$ cat config.mk
export PLATFORM = sky130hd
export DESIGN_NAME = gpu_cmd_queue
export DESIGN_NICKNAME = d
export VERILOG_FILES = /design/src/rtl/gpu_cmd_queue.sv
export SDC_FILE = /design/constraint.sdc
export NUM_CORES = 1
export LEC_CHECK = 0
export BUFFER_PORTS_ARGS = -buffer_cell sky130_fd_sc_hd__buf_2
export CORE_MARGIN = 2
export CORE_UTILIZATION = 40
export DETAILED_ROUTE_END_ITERATION = 10
export GPL_ROUTABILITY_DRIVEN = 0
export PLACE_DENSITY = 0.61
export SYNTH_ARGS = -nofsm -noshare
export SYNTH_HDL_FRONTEND = slang
export SYNTH_SLANG_ARGS = --single-unit
$ cat constraint.sdc
create_clock -name clk -period 31.6 [get_ports clk]
set_clock_uncertainty 0.15 [all_clocks]
set_input_delay 0 -clock clk [delete_from_list [all_inputs] [get_ports clk]]
set_output_delay 0 -clock clk [all_outputs]
set_load 0.005 [all_outputs]
$ cat src/rtl/gpu_cmd_queue.sv
// Command FIFO in front of the gpu draw/clear engine: buffers register-bus
// commands and issues each one as stable fields plus a one-cycle strobe.
module gpu_cmd_queue #(
    parameter int DEPTH     = 8,
    parameter int FB_WIDTH  = 400,
    parameter int FB_HEIGHT = 240,
    localparam int XW = $clog2(FB_WIDTH) + 2,
    localparam int YW = $clog2(FB_HEIGHT) + 2,
    localparam int CW = $clog2(DEPTH + 1)
) (
    input  logic          clk,
    input  logic          reset,
    input  logic          cmd_valid,
    output logic          cmd_ready,
    input  logic          cmd_type,
    input  logic [31:0]   cmd_address,
    input  logic [15:0]   cmd_address_x,
    input  logic [15:0]   cmd_address_y,
    input  logic [15:0]   cmd_image_width,
    input  logic [XW-1:0] cmd_width,
    input  logic [YW-1:0] cmd_height,
    input  logic [XW-1:0] cmd_x,
    input  logic [YW-1:0] cmd_y,
    input  logic [15:0]   cmd_clear_color,
    input  logic          cmd_flush,
    input  logic          gpu_busy,
    output logic [31:0]   ctrl_address,
    output logic [15:0]   ctrl_address_x,
    output logic [15:0]   ctrl_address_y,
    output logic [15:0]   ctrl_image_width,
    output logic [XW-1:0] ctrl_width,
    output logic [YW-1:0] ctrl_height,
    output logic [XW-1:0] ctrl_x,
    output logic [YW-1:0] ctrl_y,
    output logic [15:0]   ctrl_clear_color,
    output logic          ctrl_draw,
    output logic          ctrl_clear,
    output logic [CW-1:0] queue_count,
    output logic          queue_busy
);
    localparam int PW = $clog2(DEPTH);

    typedef struct packed {
        logic [31:0]   address;
        logic [15:0]   address_x;
        logic [15:0]   address_y;
        logic [15:0]   image_width;
        logic [XW-1:0] width;
        logic [YW-1:0] height;
        logic [XW-1:0] x;
        logic [YW-1:0] y;
        logic [15:0]   clear_color;
    } fields_t;

    typedef struct packed {
        logic    is_clear;
        fields_t f;
    } entry_t;

    typedef enum logic [1:0] {IDLE, STROBE, WAIT} state_t;

    entry_t          mem_q [DEPTH];
    entry_t          wr_entry;
    entry_t          head;
    logic [PW-1:0]   wr_ptr_q, rd_ptr_q;
    logic [CW-1:0]   count_q, count_d;
    state_t          state_q;
    fields_t         ctrl_q;
    logic            draw_q, clear_q;
    logic            full, push, pop;

    assign full      = (count_q == CW'(DEPTH));
    assign cmd_ready = !full;
    assign push      = cmd_valid && !full && !cmd_flush;
    // Flush blocks the launch edge, so a pop never coincides with a flush.
    assign pop       = (state_q == IDLE) && (count_q != '0) && !gpu_busy && !cmd_flush;

    assign wr_entry = '{is_clear: cmd_type,
                        f: '{address: cmd_address, address_x: cmd_address_x,
                             address_y: cmd_address_y, image_width: cmd_image_width,
                             width: cmd_width, height: cmd_height, x: cmd_x, y: cmd_y,
                             clear_color: cmd_clear_color}};
    assign head = mem_q[rd_ptr_q];

    always_ff @(posedge clk) begin
        if (push)
            mem_q[wr_ptr_q] <= wr_entry;
    end

    always_comb begin
        count_d = count_q;
        if (cmd_flush)
            count_d = '0;
        else if (push && !pop)
            count_d = count_q + CW'(1);
        else if (pop && !push)
            count_d = count_q - CW'(1);
    end

    always_ff @(posedge clk or posedge reset) begin
        if (reset) begin
            wr_ptr_q <= '0;
            rd_ptr_q <= '0;
            count_q  <= '0;
        end else begin
            count_q <= count_d;
            if (push)
                wr_ptr_q <= wr_ptr_q + PW'(1);
            if (cmd_flush)
                rd_ptr_q <= wr_ptr_q;
            else if (pop)
                rd_ptr_q <= rd_ptr_q + PW'(1);
        end
    end

    // Fields move only on the launch edge so they hold for the whole gpu operation.
    always_ff @(posedge clk or posedge reset) begin
        if (reset) begin
            state_q <= IDLE;
            ctrl_q  <= '0;
            draw_q  <= 1'b0;
            clear_q <= 1'b0;
        end else begin
            case (state_q)
                IDLE: begin
                    if (pop) begin
                        state_q <= STROBE;
                        if (head.is_clear) begin
                            ctrl_q.clear_color <= head.f.clear_color;
                            clear_q            <= 1'b1;
                        end else begin
                            ctrl_q.address     <= head.f.address;
                            ctrl_q.address_x   <= head.f.address_x;
                            ctrl_q.address_y   <= head.f.address_y;
                            ctrl_q.image_width <= head.f.image_width;
                            ctrl_q.width       <= head.f.width;
                            ctrl_q.height      <= head.f.height;
                            ctrl_q.x           <= head.f.x;
                            ctrl_q.y           <= head.f.y;
                            draw_q             <= 1'b1;
                        end
                    end
                end
                STROBE: begin
                    state_q <= WAIT;
                    draw_q  <= 1'b0;
                    clear_q <= 1'b0;
                end
                WAIT: begin
                    if (!gpu_busy)
                        state_q <= IDLE;
                end
                default: state_q <= IDLE;
            endcase
        end
    end

    assign ctrl_address     = ctrl_q.address;
    assign ctrl_address_x   = ctrl_q.address_x;
    assign ctrl_address_y   = ctrl_q.address_y;
    assign ctrl_image_width = ctrl_q.image_width;
    assign ctrl_width       = ctrl_q.width;
    assign ctrl_height      = ctrl_q.height;
    assign ctrl_x           = ctrl_q.x;
    assign ctrl_y           = ctrl_q.y;
    assign ctrl_clear_color = ctrl_q.clear_color;
    assign ctrl_draw        = draw_q;
    assign ctrl_clear       = clear_q;
    assign queue_count      = count_q;
    assign queue_busy       = (count_q != '0) || (state_q != IDLE) || gpu_busy;
endmodule
## After elaboration in Yosys (flattened, before gate mapping)

Memory sizes are Yosys's and may differ from the RTL's.
Index checks and enable logic that the tools add are counted.

| word-level totals | value |
|---|---|
| memories | 1 |
| flip-flop bits (word level) | 152 |
| logic and storage cells | 69 |
| RAM bits | 1,112 |
| input bits | 144 |
| output and inout port bits | 146 |

| operators by class | value |
|---|---|
| add/sub/neg operators | 4 |
| reduce and logical (&&, ||, !) cells | 25 |
| eq/ne operators | 7 |
| multiplexer cells | 16 |
| bitwise operators | 1 |

Memory list:

| memory | depth | bits a word | rd ports | clocked after Yosys merged registers in | wr ports | RTL line | source |
|---|---|---|---|---|---|---|---|
| mem_q | 8 | 139 | 1 | 0 | 1 | 62 | `entry_t mem_q [DEPTH];` |

Operator list:

| cell | count |
|---|---|
| $mux W4 | 3 |
| $reduce_and A3 Y1 | 4 |
| $ne A2 B2 Y1 const B | 4 |
| $logic_and A1 B1 Y1 | 7 |
| $add A3 B1 Y3 const B | 2 |
| $mux W1 | 6 |
| $mux W3 | 2 |
| $pmux W2 S3 | 1 |
| $reduce_bool A2 Y1 | 3 |
| $logic_not A1 Y1 | 5 |
| $add A4 B1 Y4 const B | 1 |
| $eq A4 B4 Y1 const B | 1 |
| $mux W2 | 2 |
| $pmux W1 S2 | 2 |
| $reduce_bool A4 Y1 | 1 |
| $sub A4 B1 Y4 const B | 1 |
| $reduce_bool A3 Y1 | 1 |
| $eq A2 B1 Y1 const B | 1 |
| $eq A2 B2 Y1 const B | 1 |
| $logic_not A2 Y1 | 1 |
| $logic_or A1 B1 Y1 | 2 |
| $reduce_and A2 Y1 | 1 |
| $not A1 Y1 | 1 |

## Depth between registers and ports, before layout

| depth | value |
|---|---|
| depth in word-level cells | 9 |
| mapped depth | 8 |
| depth with buffers taken out | 8 |

## Worst setup path after synthesis

No wires, ideal clock.

| timing path | value |
|---|---|
| path kind | flip-flop to flip-flop |
| start point | reg count_q[3], in the netlist queue_count[3] |
| end point | mem mem_q[1][0] (netlist bit) (enable) |
| buffers on the path | 0 |
| library setup time | 807 ps |
| arrival | 10,607 ps |
| required time | 30,643 ps |
| stages on the path, launching flop included | 5 |
| clock period less this slack | 11,564 ps |
| path slack | 20,036 ps |
| cell sequence | dfrtp_1 > nor4b_1 > nor3_1 > nand2_1 > nor3_1 |

| on the way | value |
|---|---|
| cells in the longest elaborated chain, start to end | 6 |

RTL lines:

| what | RTL line | source |
|---|---|---|
| start, declared | 66 | `logic [CW-1:0] count_q, count_d;` |
| start signal, assigned | 106 | `count_q <= count_d;` |
| $eq A4 B4 Y1 | 72 | `assign full = (count_q == CW'(DEPTH));` |
| $logic_not A1 Y1 | 74 | `assign push = cmd_valid && !full && !cmd_flush;` |
| $logic_and A1 B1 Y1 (2 in series) | 74 |  |
| $mux W1 | 86 | `if (push)` |
| $mux W1 (not written as such) | 87 | `mem_q[wr_ptr_q] <= wr_entry;` |
| end, declared | 62 |  |

No other way between the ends.

## Final worst setup path

| timing path | value |
|---|---|
| start point | reg rd_ptr_q[1] |
| end point | reg ctrl_q, in the netlist ctrl_clear_color[5] |

| on the way | value |
|---|---|
| cells in the longest elaborated chain, start to end | 2 |

RTL lines:

| what | RTL line | source |
|---|---|---|
| start, declared | 65 | `logic [PW-1:0] wr_ptr_q, rd_ptr_q;` |
| start signal, assigned | 110 | `rd_ptr_q <= wr_ptr_q;` |
| start signal, assigned | 112 | `rd_ptr_q <= rd_ptr_q + PW'(1);` |
| $mem_v2 Z8 W139 (*) | -- |  |
| $reduce_and A3 Y1 (no source line) | -- |  |
| end, declared | 68 | `fields_t ctrl_q;` |

Mark *: on every way between the ends. The rest lies on a longest branch, timed or not.
A chain may end at the register's enable or synchronous reset.

==> summary.txt <==
outcome: finished, final reports clean
R2R Path Start: rd_ptr_q[1]
number of setup buffers added after CTS: 0
number of vias after detailed routing: 22700
dominant cell type by area after synthesis: edfxtp_1
CP endpoint kind: flop
x dimension of the die: 350 um
Yosys warnings: 0
most frequent cells in the layout: edfxtp_1 (1112), buf_2 (289), dlygate4sd3_1 (287), mux4_2 (278), mux2_2 (212)
setup repair after global routing missed its margin: no
clock sinks: 1264
path category of the worst min-delay check: in -> reg
number of distinct library cells after synthesis: 35
area used by multi-input combinational logic: 0.0102 mm2
area growth from synthesis to layout: 22.7%
number of enable-type register cells in the synthesized netlist: 1112
number of hold violations in the final report: 0
GRT Resource Usage Total: 17.4%
max cap viols: 0
final critical-path required period: 4.45 ns
via count normalized by instance count: 5.26
GR Overflow Total: 0
Setup Total Neg Slack: 0 ns
post-synthesis sequential area ratio: 77.8%
Max IR drop VDD: 56.6 uV
number of buffer cells added on primary ports: 289
Clock Pin Slew Worst Setup and Hold Paths: 0.06 ns
number of antenna violations at the first check in global routing: 17
Setup violations, final: 0
core region area: 0.118 mm2
fraction of final layout cells sized beyond drive strength 1: 40.0%
portion of synthesized cell area occupied by the leading cell type: 69.9%
share of the core filled with cells: 49.6%
detailed-placement wirelength estimate: 54.1 mm
wire length of the first global-routing pass: 157 mm
number of global-route vias before repair: 24600
asr flop ratio synth: 12.0%
TritonCTS clock tree: done
Layout Nets: 2806
cell chosen for the clock root: clkbuf_16
Worst slew margin: 25.5%
number of filler instances in the final layout: 9467
hold path startpoint: gpu_busy
Chip Height: 350 um
final slew viol count: 0
number of routed nets with antenna violations: 0
buffers from clock root to sink, at most: 3
critical path required time: 32.08 ns
net count of the mapped netlist: 2146
maximum fanout encountered on the critical timing path: 51
pin count of the biggest net entering global routing: 119
slack of the worst reg-to-reg path: 27.15 ns
Most used DFF post-synth: edfxtp_1
leading cell types by total area after synthesis: edfxtp_1 (70%), mux4_2 (13%), dfrtp_1 (8.0%)
synthesized flop and latch total: 1264
critical path class: reg -> reg
DRC violations left: 0
post-synthesis instance total: 1997
crit path from: rd_ptr_q[1]
Arrival @ worst endpoint: 4.93 ns
number of standard-cell rows in the floorplan: 126
number of clock buffers inserted by TritonCTS: 137
static leakage: 20.1 nW
register area: 0.0372 mm2
power per unit of standard cell area: 86.0 mW/mm2
final routed wirelength across all metal layers: 106 mm
Die Outline Area: 0.122 mm2
most common cell after layout, fill and taps aside: edfxtp_1
effective utilization at floorplan: 40.4%
total I/O pin count: 290
First-pass DRT Iterations: 5
Tightest Pin Transition: 1.12 ns
synthesized area divided by synthesized cell count: 23.9 um2
insertion delay of the later-clocked pin in the worst-skew pair: 0.75 ns
CTS H-tree depth: 4
WL/cell: 24.5 um
initial DRC count: 1514
final cycle utilization of the critical path: 14.1%
timing-limited maximum frequency: 225 MHz
critical path startpoint category: flop
Netlist Area Pre-Place: 0.0478 mm2
-- worst max-delay path, stage by stage, from the launching register on --
cell and delay, ns:
dfrtp_4 0.54, buf_4 0.74, buf_4 0.83, buf_4 0.82, mux4_2 0.43, mux2_2 0.29
mux2_2 0.26
-- stage by stage --
| stage | worst slack [ns] | std cells | cell area [um2] | total power, mW | hold slack (ns) |
|---|---|---|---|---|---|
| global placement | 27.20 | 3767 | 51100 | 3.41 | -0.0244 |
| global route | 27.03 | 4310 | 58700 | 5.27 | 0.123 |
| detailed placement | 27.16 | 3767 | 51100 | 3.44 | -0.0208 |
| CTS | 27.13 | 4305 | 58600 | 5.12 | 0.0625 |
| finish | 27.15 | 4310 | 58700 | 5.04 | 0.143 |
| floorplan | 20.04 | 1997 | 47800 | 3.06 | -0.0727 |
-- report_power, final --
group | switching (mW) | internal [mW] | total [mW]
clock network | 0.644 | 0.988 | 1.63
logic | 0.574 | 0.689 | 1.26
registers | 0.109 | 2.04 | 2.15
total | 1.33 | 3.71 | 5.04
-- worst paths after layout --
path                                  endpoint  cells past startpoint
hold reg to reg             ctrl_address_x[13]                      1
setup reg to reg           ctrl_clear_color[5]                      6
max in group asynchronous    ctrl_address_x[0]                      5
hold / removal                      state_q[0]                      4
min in group asynchronous       queue_count[1]                      4
setup / recovery           ctrl_clear_color[5]                      6
-- registers in the layout, summed over array words and instances, names as in the netlist --
name / count
mem_q: 1112
ctrl_address: 32
ctrl_address_x: 16
ctrl_address_y: 16
ctrl_clear_color: 16
ctrl_image_width: 16
ctrl_width: 11
ctrl_x: 11
ctrl_height: 10
ctrl_y: 10
queue_count: 4
rd_ptr_q: 3
wr_ptr_q: 3
state_q: 2
ctrl_clear: 1
ctrl_draw: 1
-- repair_timing --
action / CTS / global route
gates resized for setup: 0 / 0
hold endpoints to repair: 1240 / 0
hold buffers: 287 / 0
-- cell usage after synthesis, drive strengths merged (2+ instances only) --
library cell     n
buf             58
clkbuf          36
dfrtp          152
edfxtp        1112
ha               4
inv              8
mux2           281
mux4           278
nand2           14
nand2b           5
nand3            3
nor2            12
nor3             8
nor4             2
o21ai            5
xnor2            2
xor2             3
-- metal layers --
| layer | wire length, um | track usage (%) |
|---|---|---|
| met5 | 133 | 0 |
| met4 | 2300 | 5.72 |
| met3 | 5920 | 3.85 |
| met2 | 51200 | 28.1 |
| met1 | 46100 | 23.5 |
-- cell type report --
class / instances / share of cell area [%]
multi-input combinational: 631 / 17.4
clock buffer: 188 / 6.52
timing repair buffer: 615 / 7.95
antenna: 5 / 0.0213
tap: 1536 / 3.28
sequential: 1264 / 63.4
clock inverter: 63 / 1.37
inverter: 8 / 0.0640
-- cell families after synthesis --
family | count (synthesis) | synth area share [%]
flip-flops | 1264 | 77.8
multiplexers | 560 | 20.3
buffers and inverters | 102 | 1.01
AND/OR/NAND/NOR | 49 | 0.495
AO/OA/AOI/OAI | 12 | 0.160
XOR/XNOR | 5 | 0.0916
adder cells (fa/ha/maj) | 5 | 0.147
No activity file was read; power rests on OpenSTA's default activity.
